===== config.mk =====
export PLATFORM = sky130hd
export DESIGN_NAME = wb_conbus_param
export DESIGN_NICKNAME = d
export VERILOG_FILES = /design/src/rtl/wb_conbus_param.sv
export SDC_FILE = /design/constraint.sdc
export NUM_CORES = 1
export LEC_CHECK = 0
export CAP_MARGIN = 0
export CORE_AREA = 2 2 335 337
export CTS_CLUSTER_SIZE = 40
export DETAILED_ROUTE_END_ITERATION = 7
export DIE_AREA = 0 0 337 339
export HOLD_SLACK_MARGIN = 0.05
export PLACE_DENSITY = 0.37
export SKIP_CTS_REPAIR_TIMING = 1
export SLEW_MARGIN = 10
export SYNTH_ARGS = -nofsm -noshare
export SYNTH_HDL_FRONTEND = slang
export SYNTH_SLANG_ARGS = --single-unit

===== constraint.sdc =====
create_clock -name clk -period 3.2 [get_ports clk]
set_input_delay 0.32 -clock clk [delete_from_list [all_inputs] [get_ports clk]]
set_output_delay 0.32 -clock clk [all_outputs]
set_load 0.02 [all_outputs]

===== src/rtl/wb_conbus_param.sv =====
// Parameterised Wishbone shared-bus interconnect: NM masters arbitrate for one
// bus, address-decoded onto NS slaves, with a watchdog for stalled transfers.
module wb_conbus_param #(
    parameter int NM       = 4,
    parameter int NS       = 4,
    parameter int DW       = 32,
    parameter int AW       = 32,
    parameter int ARB_MODE = 1,
    parameter int TIMEOUT  = 255,
    parameter int SW       = DW / 8
) (
    input  logic             clk,
    input  logic             rst,
    input  logic [NM*DW-1:0] m_dat_i,
    input  logic [NM*AW-1:0] m_adr_i,
    input  logic [NM*SW-1:0] m_sel_i,
    input  logic [NM-1:0]    m_we_i,
    input  logic [NM-1:0]    m_cyc_i,
    input  logic [NM-1:0]    m_stb_i,
    input  logic [NM-1:0]    m_cab_i,
    output logic [NM*DW-1:0] m_dat_o,
    output logic [NM-1:0]    m_ack_o,
    output logic [NM-1:0]    m_err_o,
    output logic [NM-1:0]    m_rty_o,
    output logic [NS*DW-1:0] s_dat_o,
    output logic [NS*AW-1:0] s_adr_o,
    output logic [NS*SW-1:0] s_sel_o,
    output logic [NS-1:0]    s_we_o,
    output logic [NS-1:0]    s_cyc_o,
    output logic [NS-1:0]    s_stb_o,
    output logic [NS-1:0]    s_cab_o,
    input  logic [NS*DW-1:0] s_dat_i,
    input  logic [NS-1:0]    s_ack_i,
    input  logic [NS-1:0]    s_err_i,
    input  logic [NS-1:0]    s_rty_i,
    output logic [NM-1:0]    gnt_o,
    output logic             tmo_o
);
    localparam int   MW    = (NM > 1) ? $clog2(NM) : 1;
    localparam logic WD_EN = (TIMEOUT != 0);

    typedef enum logic {IDLE = 1'b0, BUSY = 1'b1} state_t;

    state_t          state_r, state_s;
    logic [NM-1:0]   gnt_r, gnt_s;
    logic [MW-1:0]   gidx_r, gidx_s, ptr_r, ptr_s;
    logic [7:0]      wd_cnt_r, wd_cnt_s;
    logic            found_s, hit_s;
    int              cand_s;

    logic            g_cyc_s, g_stb_s, g_we_s, g_cab_s;
    logic [AW-1:0]   g_adr_s;
    logic [DW-1:0]   g_dat_s, r_dat_s;
    logic [SW-1:0]   g_sel_s;
    logic [2:0]      sidx_s;
    logic            mapped_s, unmapped_s, resp_s, stall_s, expire_s;
    logic            r_ack_s, r_err_s, r_rty_s;

    // Granted master's request; cyc/stb only count while the bus is owned
    assign g_cyc_s = (state_r == BUSY) & m_cyc_i[gidx_r];
    assign g_stb_s = g_cyc_s & m_stb_i[gidx_r];
    assign g_we_s  = m_we_i[gidx_r];
    assign g_cab_s = m_cab_i[gidx_r];
    assign g_adr_s = m_adr_i[gidx_r*AW +: AW];
    assign g_dat_s = m_dat_i[gidx_r*DW +: DW];
    assign g_sel_s = m_sel_i[gidx_r*SW +: SW];

    assign sidx_s     = g_adr_s[AW-1 -: 3];
    assign mapped_s   = (32'(sidx_s) < 32'(NS));
    assign unmapped_s = g_stb_s & ~mapped_s;

    // Response from a slave or the decoder beats a pending watchdog expiry
    assign resp_s   = (g_cyc_s & (r_ack_s | r_err_s | r_rty_s)) | unmapped_s;
    assign stall_s  = g_stb_s & ~resp_s;
    assign expire_s = WD_EN & stall_s & (wd_cnt_r == 8'(TIMEOUT));

    // Arbitration and ownership next-state
    always_comb begin
        state_s = state_r;
        gnt_s   = gnt_r;
        gidx_s  = gidx_r;
        ptr_s   = ptr_r;
        found_s = 1'b0;
        hit_s   = 1'b0;
        cand_s  = 0;
        case (state_r)
            IDLE: begin
                for (int k = 1; k <= NM; k++) begin
                    cand_s  = (ARB_MODE == 1) ? ((int'(ptr_r) + k) % NM) : (k - 1);
                    hit_s   = !found_s && m_cyc_i[cand_s];
                    gidx_s  = hit_s ? MW'(cand_s) : gidx_s;
                    found_s = found_s | hit_s;
                end
                if (found_s) begin
                    state_s        = BUSY;
                    gnt_s          = {NM{1'b0}};
                    gnt_s[gidx_s]  = 1'b1;
                    ptr_s          = (ARB_MODE == 1) ? gidx_s : ptr_r;
                end else begin
                    gnt_s = {NM{1'b0}};
                end
            end
            BUSY: begin
                if (!m_cyc_i[gidx_r]) begin
                    state_s = IDLE;
                    gnt_s   = {NM{1'b0}};
                end else begin
                    state_s = BUSY;
                end
            end
            default: begin
                state_s = IDLE;
                gnt_s   = {NM{1'b0}};
            end
        endcase
    end

    // Watchdog counts consecutive unanswered strobe cycles of the owner
    always_comb begin
        if (stall_s && !expire_s && WD_EN) begin
            wd_cnt_s = wd_cnt_r + 8'd1;
        end else begin
            wd_cnt_s = 8'd0;
        end
    end

    // State, grant, round-robin pointer and watchdog registers
    always_ff @(posedge clk or negedge rst) begin
        if (!rst) begin
            state_r  <= IDLE;
            gnt_r    <= {NM{1'b0}};
            gidx_r   <= {MW{1'b0}};
            ptr_r    <= MW'(NM - 1);
            wd_cnt_r <= 8'd0;
        end else begin
            state_r  <= state_s;
            gnt_r    <= gnt_s;
            gidx_r   <= gidx_s;
            ptr_r    <= ptr_s;
            wd_cnt_r <= wd_cnt_s;
        end
    end

    // Address decode: strobe and return path only through the selected slave
    always_comb begin
        s_stb_o = {NS{1'b0}};
        r_ack_s = 1'b0;
        r_err_s = 1'b0;
        r_rty_s = 1'b0;
        r_dat_s = {DW{1'b0}};
        if (mapped_s) begin
            s_stb_o[sidx_s] = g_stb_s;
            r_ack_s         = s_ack_i[sidx_s];
            r_err_s         = s_err_i[sidx_s];
            r_rty_s         = s_rty_i[sidx_s];
            r_dat_s         = s_dat_i[sidx_s*DW +: DW];
        end else begin
            s_stb_o = {NS{1'b0}};
        end
    end

    assign s_cyc_o = {NS{g_cyc_s}};
    assign s_we_o  = {NS{g_we_s}};
    assign s_cab_o = {NS{g_cab_s}};
    assign s_adr_o = {NS{g_adr_s}};
    assign s_dat_o = {NS{g_dat_s}};
    assign s_sel_o = {NS{g_sel_s}};

    // Responses reach only the owning master; read data is broadcast
    always_comb begin
        m_ack_o         = {NM{1'b0}};
        m_err_o         = {NM{1'b0}};
        m_rty_o         = {NM{1'b0}};
        m_ack_o[gidx_r] = g_cyc_s & r_ack_s;
        m_err_o[gidx_r] = (g_cyc_s & r_err_s) | unmapped_s | expire_s;
        m_rty_o[gidx_r] = g_cyc_s & r_rty_s;
    end

    assign m_dat_o = {NM{r_dat_s}};
    assign gnt_o   = gnt_r;
    assign tmo_o   = expire_s;
endmodule


-- Yosys cells after proc, flatten, opt, wreduce, memory -nomap -nowiden
Cells that the tools add are included.
- add/subtract/negate cells: 5
- order comparisons: 11
- equality and inequality tests: 2
- shifts and indexed selects: 4
- mux-type cells: 48
- bitwise operators: 28
- reduce and logical (&&, ||, !) cells: 16
- operator list (kind ; count):
    $shiftx 128x8->32 ; 2
    $shiftx 128x9->32 ; 1
    $mux 32 ; 1
    $mux 1 ; 23
    $bmux 1 s2 ; 11
    $and 4x4->4 ; 4
    $lt 3x4->1 const B ; 4
    $shiftx 16x5->4 ; 1
    $mux 4 ; 3
    $and 1x1->1 ; 9
    $add 8x1->8 const B ; 1
    $eq 8x8->1 const B ; 1
    $mux 2 ; 4
    $mux 8 ; 1
    $or 1x1->1 ; 8
    $pmux 4 s2 ; 1
    $reduce_or 2->1 ; 4
    $logic_and 1x1->1 ; 7
    $demux 1 s2 ; 3
    $lt 2x3->1 const B ; 2
    $lt 3x3->1 const B ; 2
    $add 2x1->2 const B ; 2
    $add 2x2->2 const B ; 2
    $and 1x1->1 const A ; 4
    other kinds (7) ; 13
- flip-flop bits (word level): 17
- bits of input ports: 430
- output and inout bits: 433
- logic and storage cells: 119

-- Logic depth before layout (Yosys ltp)
- word-level depth: 21
- mapped depth: 11
- gate-level depth less buffers: 9

-- Worst setup path before layout
No wires, ideal clock.
- path kind: register to output
- start point: reg gidx_r[0]
- end point: out m_dat_o[120]
- arrival: 2.513 ns
- required time: 2.880 ns
- slack: 0.367 ns
- stages on the path, launching flop included: 11
- buffers on the path: 4
- cell sequence: dfrtp_1 -> buf_6 -> mux2i_1 -> nand2_1 -> o21ai_4 -> inv_2 -> buf_6 -> clkbuf_1 -> mux4_2 -> nor2b_1 -> buf_4
- cells in the longest elaborated chain, start to end: 3
- elaborated cells between the ends (all ways): 4
- classes of those cells: order compare: 1; shift: 2; mux: 1
- RTL lines (item ; line ; text):
    start: declaration ; 46 ; logic [MW-1:0] gidx_r, gidx_s, ptr_r, ptr_s;
    start signal: assignment ; 132 ; gidx_r <= {MW{1'b0}};
    start signal: assignment ; 138 ; gidx_r <= gidx_s;
    $shiftx 128x8->32 * ; 64 ; assign g_adr_s = m_adr_i[gidx_r*AW +: AW];
    via s_adr_o[30] ; 26 ; output logic [NS*AW-1:0] s_adr_o,
    $shiftx 128x9->32 / $lt 3x3->1 (equally long branches) ; 156, 69 ;
    $mux 32 * ; 151 ; if (mapped_s) begin
    end: declaration ; 21 ; output logic [NM*DW-1:0] m_dat_o,
Mark *: on every way through the listed nets, which the timed path passes. The rest lies on a longest branch.

-- Worst setup path after layout
- start point: reg gidx_r[0]
- end point: out m_err_o[3]
- cells in the longest elaborated chain, start to end: 13
- elaborated cells between the ends (all ways): 35
- classes of those cells: order compare: 3; shift: 1; mux: 15; bitwise: 15; reduce/logical: 1
- RTL lines (item ; line ; text):
    $shiftx 128x8->32 ; 64 ;
    $bmux 1 s2, on equally long branches ; 153, 154 ;
    $mux 1, on equally long branches ; 153, 154 ;
    $mux 1 ; 151 ;
    $or 1x1->1 (2 in a row) ; 73 ; assign resp_s = (g_cyc_s & (r_ack_s | r_err_s | r_rty_s)) | unmapped_s;
    $and 1x1->1 ; 73 ;
    $or 1x1->1 ; 73 ;
    $not 1->1 ; 74 ; assign stall_s = g_stb_s & ~resp_s;
    $and 1x1->1 ; 74 ;
    $and 1x1->1 ; 75 ; assign expire_s = WD_EN & stall_s & (wd_cnt_r == 8'(TIMEOUT));
    $or 1x1->1 ; 175 ; m_err_o[gidx_r] = (g_cyc_s & r_err_s) | unmapped_s | expire_s;
    $and 4x4->4 (no source line) * ; n/a ;
    end: declaration ; 23 ; output logic [NM-1:0] m_err_o,
Every way passes the cells marked *; elsewhere a longest branch is shown, timed or not. The select of a mux whose other input is x is not followed.

==> impl_metrics.csv <==
group,metric,value,unit
global_routing,gr-total-overflow,0,
power_and_ir_drop,p_int,0.00803,W
clock_tree,cts_root_buffer,"clkbuf_16",
global_routing,grt_max_degree,40,
logic_synthesis,synth_edf_count,0,
logic_synthesis,syn-cell-area,0.00625,mm2
logic_synthesis,synth.distinct_cells,44,
timing,period_needed,3.39,ns
timing,rsz0062_at_grt,"yes",
hold_path,hold_path.class,"register to register",
routing,wl_met2,29900,um
placed_design,hpwl,52900,um
cells_and_area,mostFrequentLayoutCells,"clkdlybuf4s50_1 (708), dlymetal6s2s_1 (131), mux4_2 (102)",
routing,drc_errors,0,
clock_tree,htree_levels,1,
floorplanning,dieArea,0.114,mm2
logic_synthesis,async_flop_share,1.00,
timing,final-hold-violation-count,0,
timing,fin_ws,-0.187,ns
worst_setup_path,worstPathMaxFanout,5,
power_and_ir_drop,p_seq_frac,0.023,
power_and_ir_drop,p_clk_frac,0.014,
cells_and_area,final_layout_size_suffix_gt1_frac,0.199,
power_and_ir_drop,p_leak,6.99,nW
logic_synthesis,syn_nets,1056,
clock_tree,clk_path_buf_depth,2,
clock_tree,numCtsBuffers,3,
run_status,violations,"negative setup slack",
logic_synthesis,yosys.area.top_type,"buf_4",
routing,wirelength_met1,21800,um
routing,routed_wl,57700,um
cells_and_area,fin_area,0.0155,mm2
global_routing,grt_use_total,0.0938,
placed_design,placed_area,0.0149,mm2
logic_synthesis,synth_cells,625,
logic_synthesis,ys_seq_area_frac,0.0684,
routing,avgViaCountPerCell,2.68,
logic_synthesis,yosysTopAreaCellShare,0.376,
worst_setup_path,critical_path_class,"register to output port",
clock_tree,path_clk_slew,0.05,ns
floorplanning,start_util,0.0567,
power_and_ir_drop,cellPowerDensity,1080,mW/mm2
routing,firstDrtPassIters,4,
logic_synthesis,synth-seq-cells,17,
timing,maxSlewViolCount,0,
job,drv_cap,0,
run_status,outcome,"finished with violations",
timing,layout_worst_path_cycle_share,1.06,
timing,fin_skew,0.00267,ns
worst_setup_path,arrival,3.07,ns
global_routing,grt_pass1_vias,7649,
clock_tree,clock-sinks,17,
timing,whs,0.489,ns
cells_and_area,nets,1641,
routing,vias,7247,
power_and_ir_drop,p_comb_frac,0.963,
routing,final_antenna_net_count,0,
worst_setup_path,rrSetupSlack,0.50,ns
routing,met3WireLength,5720,um
routing,top_layer,"met5",
timing,setup_violations,157,
worst_setup_path,worst_setup_path_start_kind,"register",
cells_and_area,syn2layout_area_growth,148,%
power_and_ir_drop,p_sw_frac,0.523,
worst_setup_path,cp.required,2.88,ns
placed_design,gp_congestion,0.833,
timing,worst_pin_slew,0.818,ns
placed_design,port_buffers,862,
global_routing,antenna_found_initial,23,
timing,fmax,295,MHz
logic_synthesis,ys.warnings.count,0,
logic_synthesis,synthTopCellsByArea,"buf_4 (38%), mux4_2 (37%), dfrtp_1 (6.0%)",
floorplanning,dieHeight,339,um
clock_tree,worstSkewPairLatency,0.24,ns
power_and_ir_drop,power.switching,0.00880,W
routing,post_drt_wl_per_cell,21.4,um
global_routing,grt_pass1_wl,73500,um
routing,drtIter0Drc,298,
logic_synthesis,syn_area_per_cell,10.0,um2
floorplanning,rows,122,
cells_and_area,layout.cells.most_common,"clkdlybuf4s50_1",
logic_synthesis,synth_ff_type,"dfrtp_1",
floorplanning,io_pins,863,
worst_setup_path,crit_path_end_kind,"output port",
timing,slew_headroom,0.454,
floorplanning,coreArea,0.110,mm2
floorplanning,die_w,337,um
power_and_ir_drop,ir_drop,0.000452,V
clock_tree,cts_tree,"built",
[flip-flops by register name, indices dropped and copies added, names as in the netlist]
| signal | cells |
|---|---|
| wd_cnt_r | 8 |
| gnt_o | 4 |
| state_r | 1 |
| gidx_r | 2 |
| ptr_r | 2 |
[final cells by class]
type                    count  area (um2)
flip-flops and latches     17         435
diodes                      7        17.5
repair buffers            928        9670
inverters                   6        25.0
well taps                1488        1860
fillers                 12400       94800
clock buffers               4        78.8
multi-input cells         254        3420
[layer usage]
layer	GRT usage	up-vias
met3	0.0242	34
met1	0.112	3596
met5	0	-
met4	0.00744	24
li1	-	3098
met2	0.173	495
[path summary, 6_finish.rpt]
path                        startpoint           to  cells after the start
min reg2reg                wd_cnt_r[0]  wd_cnt_r[0]                      1
max in group asynchronous          rst    gidx_r[1]                      1
max reg2reg                  gidx_r[0]  wd_cnt_r[5]                      8
max                          gidx_r[0]   m_err_o[3]                      9
min                        wd_cnt_r[0]  wd_cnt_r[0]                      1
min in group asynchronous          rst     gnt_o[2]                      1
[kinds of logic after synthesis]
kind of cell | count (synthesis) | synth area share
buf+inv | 354 | 0.405
mux | 118 | 0.396
simple gates | 100 | 0.0866
compound gates | 29 | 0.0334
flops | 17 | 0.0684
xor+xnor | 6 | 0.00840
fa+ha+maj | 1 | 0.00200
[through the flow]
step,setup WS (ns),setup TNS (ns),utilization,power [W],instances
4_1_cts,-0.654,-94.44,0.136,0.0171,2692
2_1_floorplan,0.367,0,-,0.0105,625
3_5_place_dp,-0.645,-52.40,0.135,0.0168,2688
5_1_grt,-0.308,-51.34,0.140,0.0176,2700
3_3_place_gp,-0.654,-49.71,0.135,0.0168,2688
6_report,-0.187,-8.58,0.141,0.0168,2704
[worst max-delay path, stage by stage, from the launching register on]
cell,delay [ns]
dfrtp_4,0.51
buf_6,0.13
buf_12,0.13
mux4_2,0.56
nand3b_1,0.24
or4_4,0.59
a2bb2oi_4,0.24
buf_6,0.16
nor2_4,0.09
buf_6,0.13
[Yosys cell counts, drive strengths merged, types with 4 or more instances]
cell    number
a21oi        7
buf        328
clkbuf      20
dfrtp       15
inv          6
mux2         4
mux2i       11
mux4       103
nand2        8
nand2b       5
nand3        6
nand3b       4
nor2        30
nor2b       34
nor3         5
o21ai        8
[power groups by stage]
stage	clock network [W]	registers [W]	logic (W)
3_5_place_dp	0	0.000385	0.0164
5_1_grt	0.000262	0.000392	0.0169
2_1_floorplan	0	0.000332	0.0102
4_1_cts	0.000249	0.000382	0.0165
3_3_place_gp	0	0.000382	0.0165
6_report	0.000243	0.000380	0.0162
Power figures use the tool's default switching activity.
